File: src/rtl/dcache_ctrl.sv
// dcache_ctrl: direct-mapped write-through no-write-allocate data cache with word-wide refill controller
module dcache_ctrl #(
  parameter int LINES = 16,
  parameter int WORDS = 4
) (
  input  logic        i_Clk,
  input  logic        i_Reset_n,
  input  logic        i_Rd,
  input  logic        i_Wr,
  input  logic [31:0] i_Addr,
  input  logic [31:0] i_WData,
  output logic [31:0] o_RData,
  output logic        o_DCache_Miss,
  output logic        o_Mem_Req,
  output logic        o_Mem_We,
  output logic [31:0] o_Mem_Addr,
  output logic [31:0] o_Mem_WData,
  input  logic        i_Mem_Ack,
  input  logic [31:0] i_Mem_RData
);
  localparam int WB = $clog2(WORDS);
  localparam int IB = $clog2(LINES);
  localparam int TW = 30 - WB - IB;
  typedef enum logic [1:0] {IDLE, REFILL, WRITE, DONE} state_t;
  state_t            state;
  logic [LINES-1:0]  valid;
  logic [TW-1:0]     tags [LINES];
  logic [31:0]       data [LINES][WORDS];
  logic [31:0]       addr_q, wdata_q;
  logic [WB-1:0]     cnt;
  logic [WB-1:0]     a_word, q_word;
  logic [IB-1:0]     a_idx, q_idx;
  logic [TW-1:0]     a_tag, q_tag;
  logic              hit, q_hit, last;
  assign a_word = i_Addr[2+:WB];
  assign a_idx  = i_Addr[2+WB+:IB];
  assign a_tag  = i_Addr[31-:TW];
  assign q_word = addr_q[2+:WB];
  assign q_idx  = addr_q[2+WB+:IB];
  assign q_tag  = addr_q[31-:TW];
  assign hit    = valid[a_idx] && tags[a_idx] == a_tag;
  assign q_hit  = valid[q_idx] && tags[q_idx] == q_tag;
  assign last   = cnt == WB'(WORDS - 1);
  assign o_DCache_Miss = i_Reset_n && (state == REFILL || state == WRITE ||
                         (state == IDLE && (i_Wr || (i_Rd && !hit))));
  assign o_RData     = (state == IDLE || state == DONE) && i_Rd && hit ? data[a_idx][a_word] : '0;
  assign o_Mem_Req   = state == REFILL || state == WRITE;
  assign o_Mem_We    = state == WRITE;
  assign o_Mem_Addr  = state == REFILL ? {addr_q[31:2+WB], cnt, 2'b00} :
                       state == WRITE  ? {addr_q[31:2], 2'b00} : '0;
  assign o_Mem_WData = state == WRITE ? wdata_q : '0;
  always_ff @(posedge i_Clk or negedge i_Reset_n)
    if (!i_Reset_n) begin
      state   <= IDLE;
      valid   <= '0;
      cnt     <= '0;
      addr_q  <= '0;
      wdata_q <= '0;
    end else
      case (state)
        IDLE:
          if (i_Wr) begin
            addr_q  <= i_Addr;
            wdata_q <= i_WData;
            state   <= WRITE;
          end else if (i_Rd && !hit) begin
            // line stays invalid until its last word lands, so a partial refill never hits
            addr_q       <= {i_Addr[31:2+WB], {(WB+2){1'b0}}};
            cnt          <= '0;
            valid[a_idx] <= 1'b0;
            state        <= REFILL;
          end
        REFILL:
          if (i_Mem_Ack) begin
            cnt <= cnt + 1'b1;
            if (last) begin
              valid[q_idx] <= 1'b1;
              state        <= DONE;
            end
          end
        WRITE:   state <= i_Mem_Ack ? DONE : WRITE;
        default: state <= IDLE;
      endcase
  always_ff @(posedge i_Clk) begin
    if (state == REFILL && i_Mem_Ack) data[q_idx][cnt] <= i_Mem_RData;
    if (state == REFILL && i_Mem_Ack && last) tags[q_idx] <= q_tag;
    if (state == WRITE && i_Mem_Ack && q_hit) data[q_idx][q_word] <= wdata_q;
  end
endmodule

File: config.mk
export PLATFORM = sky130hd
export DESIGN_NAME = dcache_ctrl
export DESIGN_NICKNAME = d
export VERILOG_FILES = /design/src/rtl/dcache_ctrl.sv
export SDC_FILE = /design/constraint.sdc
export NUM_CORES = 2
export LEC_CHECK = 0
export ABC_CLOCK_PERIOD_IN_PS = 7300
export CAP_MARGIN = 20
export CORE_UTILIZATION = 62
export CTS_CLUSTER_DIAMETER = 40
export DETAILED_ROUTE_END_ITERATION = 10
export PLACE_DENSITY_LB_ADDON = 0.05
export SYNTH_ARGS = -nofsm -noshare
export SYNTH_HDL_FRONTEND = slang
export SYNTH_SLANG_ARGS = --single-unit
File: constraint.sdc
create_clock -name i_Clk -period 7.3 [get_ports i_Clk]
set_input_delay 1.46 -clock i_Clk [delete_from_list [all_inputs] [get_ports i_Clk]]
set_output_delay 1.46 -clock i_Clk [all_outputs]
set_load 0.01 [all_outputs]
Yosys cells after proc, flatten, opt, wreduce, memory -nomap -nowiden
Memory sizes are Yosys's and may differ from the RTL's.
Index checks and enable logic that the tools add are counted.
- memories: 2
- memory bits (writable): 2432
- output and inout bits: 99
- logic and storage cells: 360
- bits in registers: 84
- input bits: 101
- reduce and logical (&&, ||, !) cells: 28
- eq/ne operators: 11
- order comparisons: 9
- bitwise gates (word level): 134
- muxes and demuxes: 170
- $add $sub $neg: 1
- memory list (name ; words ; bits a word ; rd ports ; clocked after Yosys merged registers in ; wr ports ; RTL line ; text):
    data ; 16 ; 128 ; 1 ; 0 ; 1 ; 28 ; logic [31:0] data [LINES][WORDS];
    tags ; 16 ; 24 ; 2 ; 0 ; 1 ; 27 ; logic [TW-1:0] tags [LINES];
- operators with widths (operator ; count):
    two-way mux 32 bit ; 10
    two-way mux 128 bit ; 2
    two-way mux 1 bit ; 137
    demux 32 bit (select 2 bit) ; 2
    bitwise OR 1 bit ; 128
    binary-select mux 32 bit (select 2 bit) ; 1
    two-way mux 16 bit ; 4
    == test 24 bit ; 2
    case mux 16 bit (2 select lines) ; 1
    bitwise AND 16 bit ; 1
    inverter 16 bit ; 1
    bitwise OR 16 bit ; 1
    logical AND 1 bit ; 15
    two-way mux 2 bit ; 7
    < comparator 4 x 5 -> 1 bit, second input constant ; 2
    >= comparator 3 bit, second input constant ; 3
    inverter 2 -> 3 bit ; 3
    binary-select mux 1 bit (select 4 bit) ; 2
    demux 1 bit (select 4 bit) ; 2
    >= comparator 4 x 1 -> 1 bit, second input constant ; 2
    == test 2 bit, second input constant ; 3
    < comparator 3 x 1 -> 1 bit, second input constant ; 2
    != test 2 bit, second input constant ; 3
    case mux 2 bit (3 select lines) ; 1
    other kinds (13) ; 18

Logic depth before layout (Yosys ltp)
- depth after elaboration: 9
- gate-level depth with buffers: 14
- depth with buffers taken out: 9

Worst setup path after synthesis
No wires, ideal clock.
- kind: input -> output
- start: input port i_Addr[4]
- end: output port o_RData[0]
- stages: 10
- arrival: 4.533 ns
- path buffers: 6
- setup slack: 1.307 ns
- cell sequence: buf_6 > buf_6 > buf_6 > buf_4 > clkbuf_1 > buf_1 > mux4_2 > mux4_2 > mux4_2 > nor2b_1
- longest elaborated chain between the ends: 5
- elaborated cells between the ends (all ways): 11
- those cells by class: 1 x eq/ne; 6 x mux; 2 x reduce/logical; 2 x memory
- ends and longest elaborated chain (item ; RTL line ; text):
    from (decl) ; 10 ; input logic [31:0] i_Addr,
    memory (16 x 24 bit) (tied with other cells) ; n/a ;
    == test 24 bit (tied with other cells) ; 41 ; assign hit = valid[a_idx] && tags[a_idx] == a_tag;
    logical AND 1 bit or two-way mux 32 bit (tied branches) ; 41, 46 ;
    logical AND 1 bit or two-way mux 32 bit (tied branches) ; 46 ; assign o_RData = (state == IDLE || state == DONE) && i_Rd && hit ? data[a_idx][a_word] : '0;
    two-way mux 32 bit * ; 46 ;
    to (decl) ; 12 ; output logic [31:0] o_RData,
Mark *: on every way between the ends. The rest lies on a longest branch, timed or not. The select of a mux whose other input is x is not followed.

Worst setup path after layout
- start: input port i_Addr[4]
- end: output port o_RData[31]
Same word-level chain as after synthesis.

==> out/metrics.yaml <==
fmax_mhz: 139
worst_setup_path_end_kind: "output port"
ys.flop_type: "edfxtp_1"
synth_top_area_share_pct: 71.4
p_sw_mw: 9.43
cpMaxStageDelayCell: "clkdlybuf4s50_1"
ys_async_sr_fraction_pct: 3.26
worst_pin_slew_ns: 1.19
final_util_pct: 72.7
crit_path_cell_trace: "buf_8 > buf_12 > mux4_2 > mux2i_1 > xnor2_1 > a211oi_1 > o211ai_1 > a211o_1 > nor4_2 > buf_4 > nand3_2 > buf_12 > nor2b_1 > clkdlybuf4s50_1"
cts_tree: "yes"
layout.nets: 5052
postCtsSetupBuffers: 0
path_class: "in2out"
clockRootBuffer: "clkbuf_16"
syn_inst: 4502
critPathLaunchType: "primary input"
setup_viol: 0
cp_data_arrival_time_ns: 5.72
worstPathMaxFanout: 32
p_sw_share_pct: 25.2
vias_per_cell: 7.05
synth-seq-cells: 2514
min-delay-start: "valid[7]"
first_pass_iters: 6
netlist_area_mm2: 0.102
drive_gt1_share_pct: 35.0
vias: 51945
drt-total-wl_um: 281000
die_w_um: 408
route.met2.wl_um: 132000
drc: 0
cts_made_buffers: 327
clock_skew_ns: 0.0600
die_h_um: 408
place.gp.congestion: 0.873
synth_warnings: 0
path_clk_slew_ns: 0.05
p_per_area_mw_per_mm2: 316
min_to: "valid[7]"
wl_met1_um: 102000
ys_types: 67
min_period_ns: 7.18
r2r_slack_ns: 1.40
whs_ns: 0.536
synth_seq_area_share_pct: 73.4
htreeDepth: 5
grt_pass1_wl_um: 394000
post-dp-hpwl_um: 164000
peakVddDrop_v: 0.000346
pwr-share-comb_pct: 12.0
routed.top_layer: "met5"
synth_edf_count: 2432
rsz0062_at_grt: "false"
slowest_delay_ns: 0.57
cts.path.max_buffers: 4
cts.sinks: 2514
p_leak_nw: 37.8
finalHoldViolations: 0
globalRoute.totalOverflow: 0
synthToLayoutAreaGrowth_pct: 16.0
fp-row-count: 148
syn_avg_cell_area_um2: 22.7
postCtsHoldBufs: 0
pwr-share-clk_pct: 41.8
setup_tns_ns: 0
cpMostUsedCell: "buf_12"
status: "finished clean"
core_area_mm2: 0.163
io_buffers: 195
antenna_found_initial: 24
start_util_pct: 62.6
wire_per_inst_um: 38.1
power.internal_mw: 28.0
required_ns: 5.84
power_mw: 37.4
seq_power_share_pct: 46.2
hold_path.class: "reg2reg"
clk_latency_ns: 0.94
period_share_pct: 98.4
drv_cap: 0
wl_met3_um: 32900
grt_usage_pct: 34.4
rr_worst_depth: 11
ant_nets: 0
yosys.area.top_type: "edfxtp_1"
min_path_cells: 2
drtIter0Drc: 7431
r2r_start: "addr_q[4]"
grt_max_degree: 91
ys_top_cells_by_area: "edfxtp_1 (71%), mux4_2 (19%), dfrtp_1 (2.0%)"
first_global_vias: 52485
io_pins: 200
worstReg2RegEnd: "data[3][15]"
drv_slew: 0
slew_headroom_pct: 20.4
die_area_mm2: 0.167
[worst max-delay path, delay by kind of cell]
kind | cells | cell delay, ns
AOI/OAI and AO/OA | 3 | 0.89
xor gates and xnor gates | 1 | 0.11
and+or+nand+nor | 3 | 0.73
buffers and inverters | 5 | 1.56
muxes | 2 | 0.85
[how the worst max path moves through the flow]
| stage | start | end | slack, ns | cells past startpoint |
|---|---|---|---|---|
| floorplan | i_Addr[4] | o_RData[0] | 1.31 | 10 |
| global placement | i_Addr[4] | o_RData[5] | 0.06 | 14 |
| detailed placement | i_Addr[4] | o_RData[31] | -0.007 | 14 |
| CTS | i_Addr[4] | o_RData[31] | 0.13 | 14 |
| global route | i_Addr[4] | o_RData[31] | 0.01 | 15 |
| finish | i_Addr[4] | o_RData[31] | 0.12 | 14 |
[layout by cell type (no fill, tap or decap), types with 12 or more instances in the layout]
cell type and count:
clkinv_2 46, inv_6 30, o31ai_1 20, diode_2 12
nor2_1 14, inv_1 15, clkinv_4 15, clkbuf_16 331
mux2i_1 56, clkinv_1 33, nand2_1 129, buf_12 29
buf_4 160, nand3_1 17, edfxtp_1 2432, clkbuf_1 40
dfrtp_1 78, xnor2_1 27, o22ai_1 12, and2_1 37
a22oi_1 15, o21ai_0 16, nand4_1 15, nor2b_1 77
nor2_4 82, xor2_1 23, mux4_2 877, clkdlybuf4s50_1 188
bufinv_16 34, mux2_2 138, mux2_1 42, clkinvlp_4 27
[layout make-up]
class / instances / area [um2]
inverters: 15 / 56.3
well taps: 2175 / 2720
flip-flops and latches: 2514 / 75100
clock inverters: 191 / 2050
clock buffers: 376 / 8500
fillers: 9334 / 44700
diodes: 12 / 30.0
repair buffers: 382 / 3720
multi-input cells: 1703 / 26500
[sequential cells by signal (all words and copies together) (netlist names)]
| name | flops |
|---|---|
| data | 2048 |
| tags | 384 |
| wdata_q | 32 |
| addr_q | 30 |
| valid | 16 |
| cnt | 2 |
| state | 2 |
[per-layer routing]
metal | global-route usage [%] | vias up
met5 | 0.833 | -
met4 | 15.5 | 10
li1 | - | 20170
met2 | 52.0 | 3395
met1 | 47.9 | 27715
met3 | 8.78 | 655
[kinds of logic (layout without fill, tap and decap cells)]
group	Yosys count	count (layout)	synth area share (%)
other	1	14	0.00367
and+or+nand+nor	405	405	1.97
muxes	1113	1113	21.8
adders and majority gates	8	8	0.0979
xor gates and xnor gates	52	52	0.445
buffers and inverters	286	964	1.33
AOI/OAI and AO/OA	123	123	0.916
DFF	2514	2514	73.4
[power groups by stage]
stage                     clock network, mW  logic [mW]  registers, mW
after floorplan                           0        2.89           17.0
after global placement                    0        4.40           17.6
after detailed placement                  0        4.44           17.6
after CTS                              15.7        4.47           17.3
after global routing                   16.3        4.70           17.3
final                                  15.6        4.49           17.3
[per-stage QoR]
| stage | cells | worst slack [ns] | instance area [um2] |
|---|---|---|---|
| floorplan | 4503 | 1.31 | 102000 |
| global placement | 6788 | 0.0621 | 108000 |
| detailed placement | 6789 | -0.00708 | 108000 |
| CTS | 7356 | 0.125 | 119000 |
| global route | 7364 | 0.00969 | 119000 |
| finish | 7368 | 0.117 | 119000 |
[synth_stat cells (all sizes together) (4+ instances only)]
library cell,n
a2111oi,5
nand2,130
xnor2,29
mux2,180
a22oi,16
o41ai,4
nor2b,77
nand4,18
o31ai,20
o22ai,12
and2,38
a211oi,8
mux2i,56
buf,136
nor4,7
nand3,20
a22o,4
o21ai,16
inv,15
nand2b,7
ha,8
edfxtp,2432
dfrtp,82
clkbuf,135
nor2,97
a21oi,9
mux4,877
xor2,23
nor3,6
[repair_timing]
item | CTS | global route
endpoints found under the hold margin | 0 | 0
endpoints found under the setup margin | 1 | 32
gates resized for setup | 1 | 3
pin swaps | 0 | 0
(Power assumes the default switching activity.)
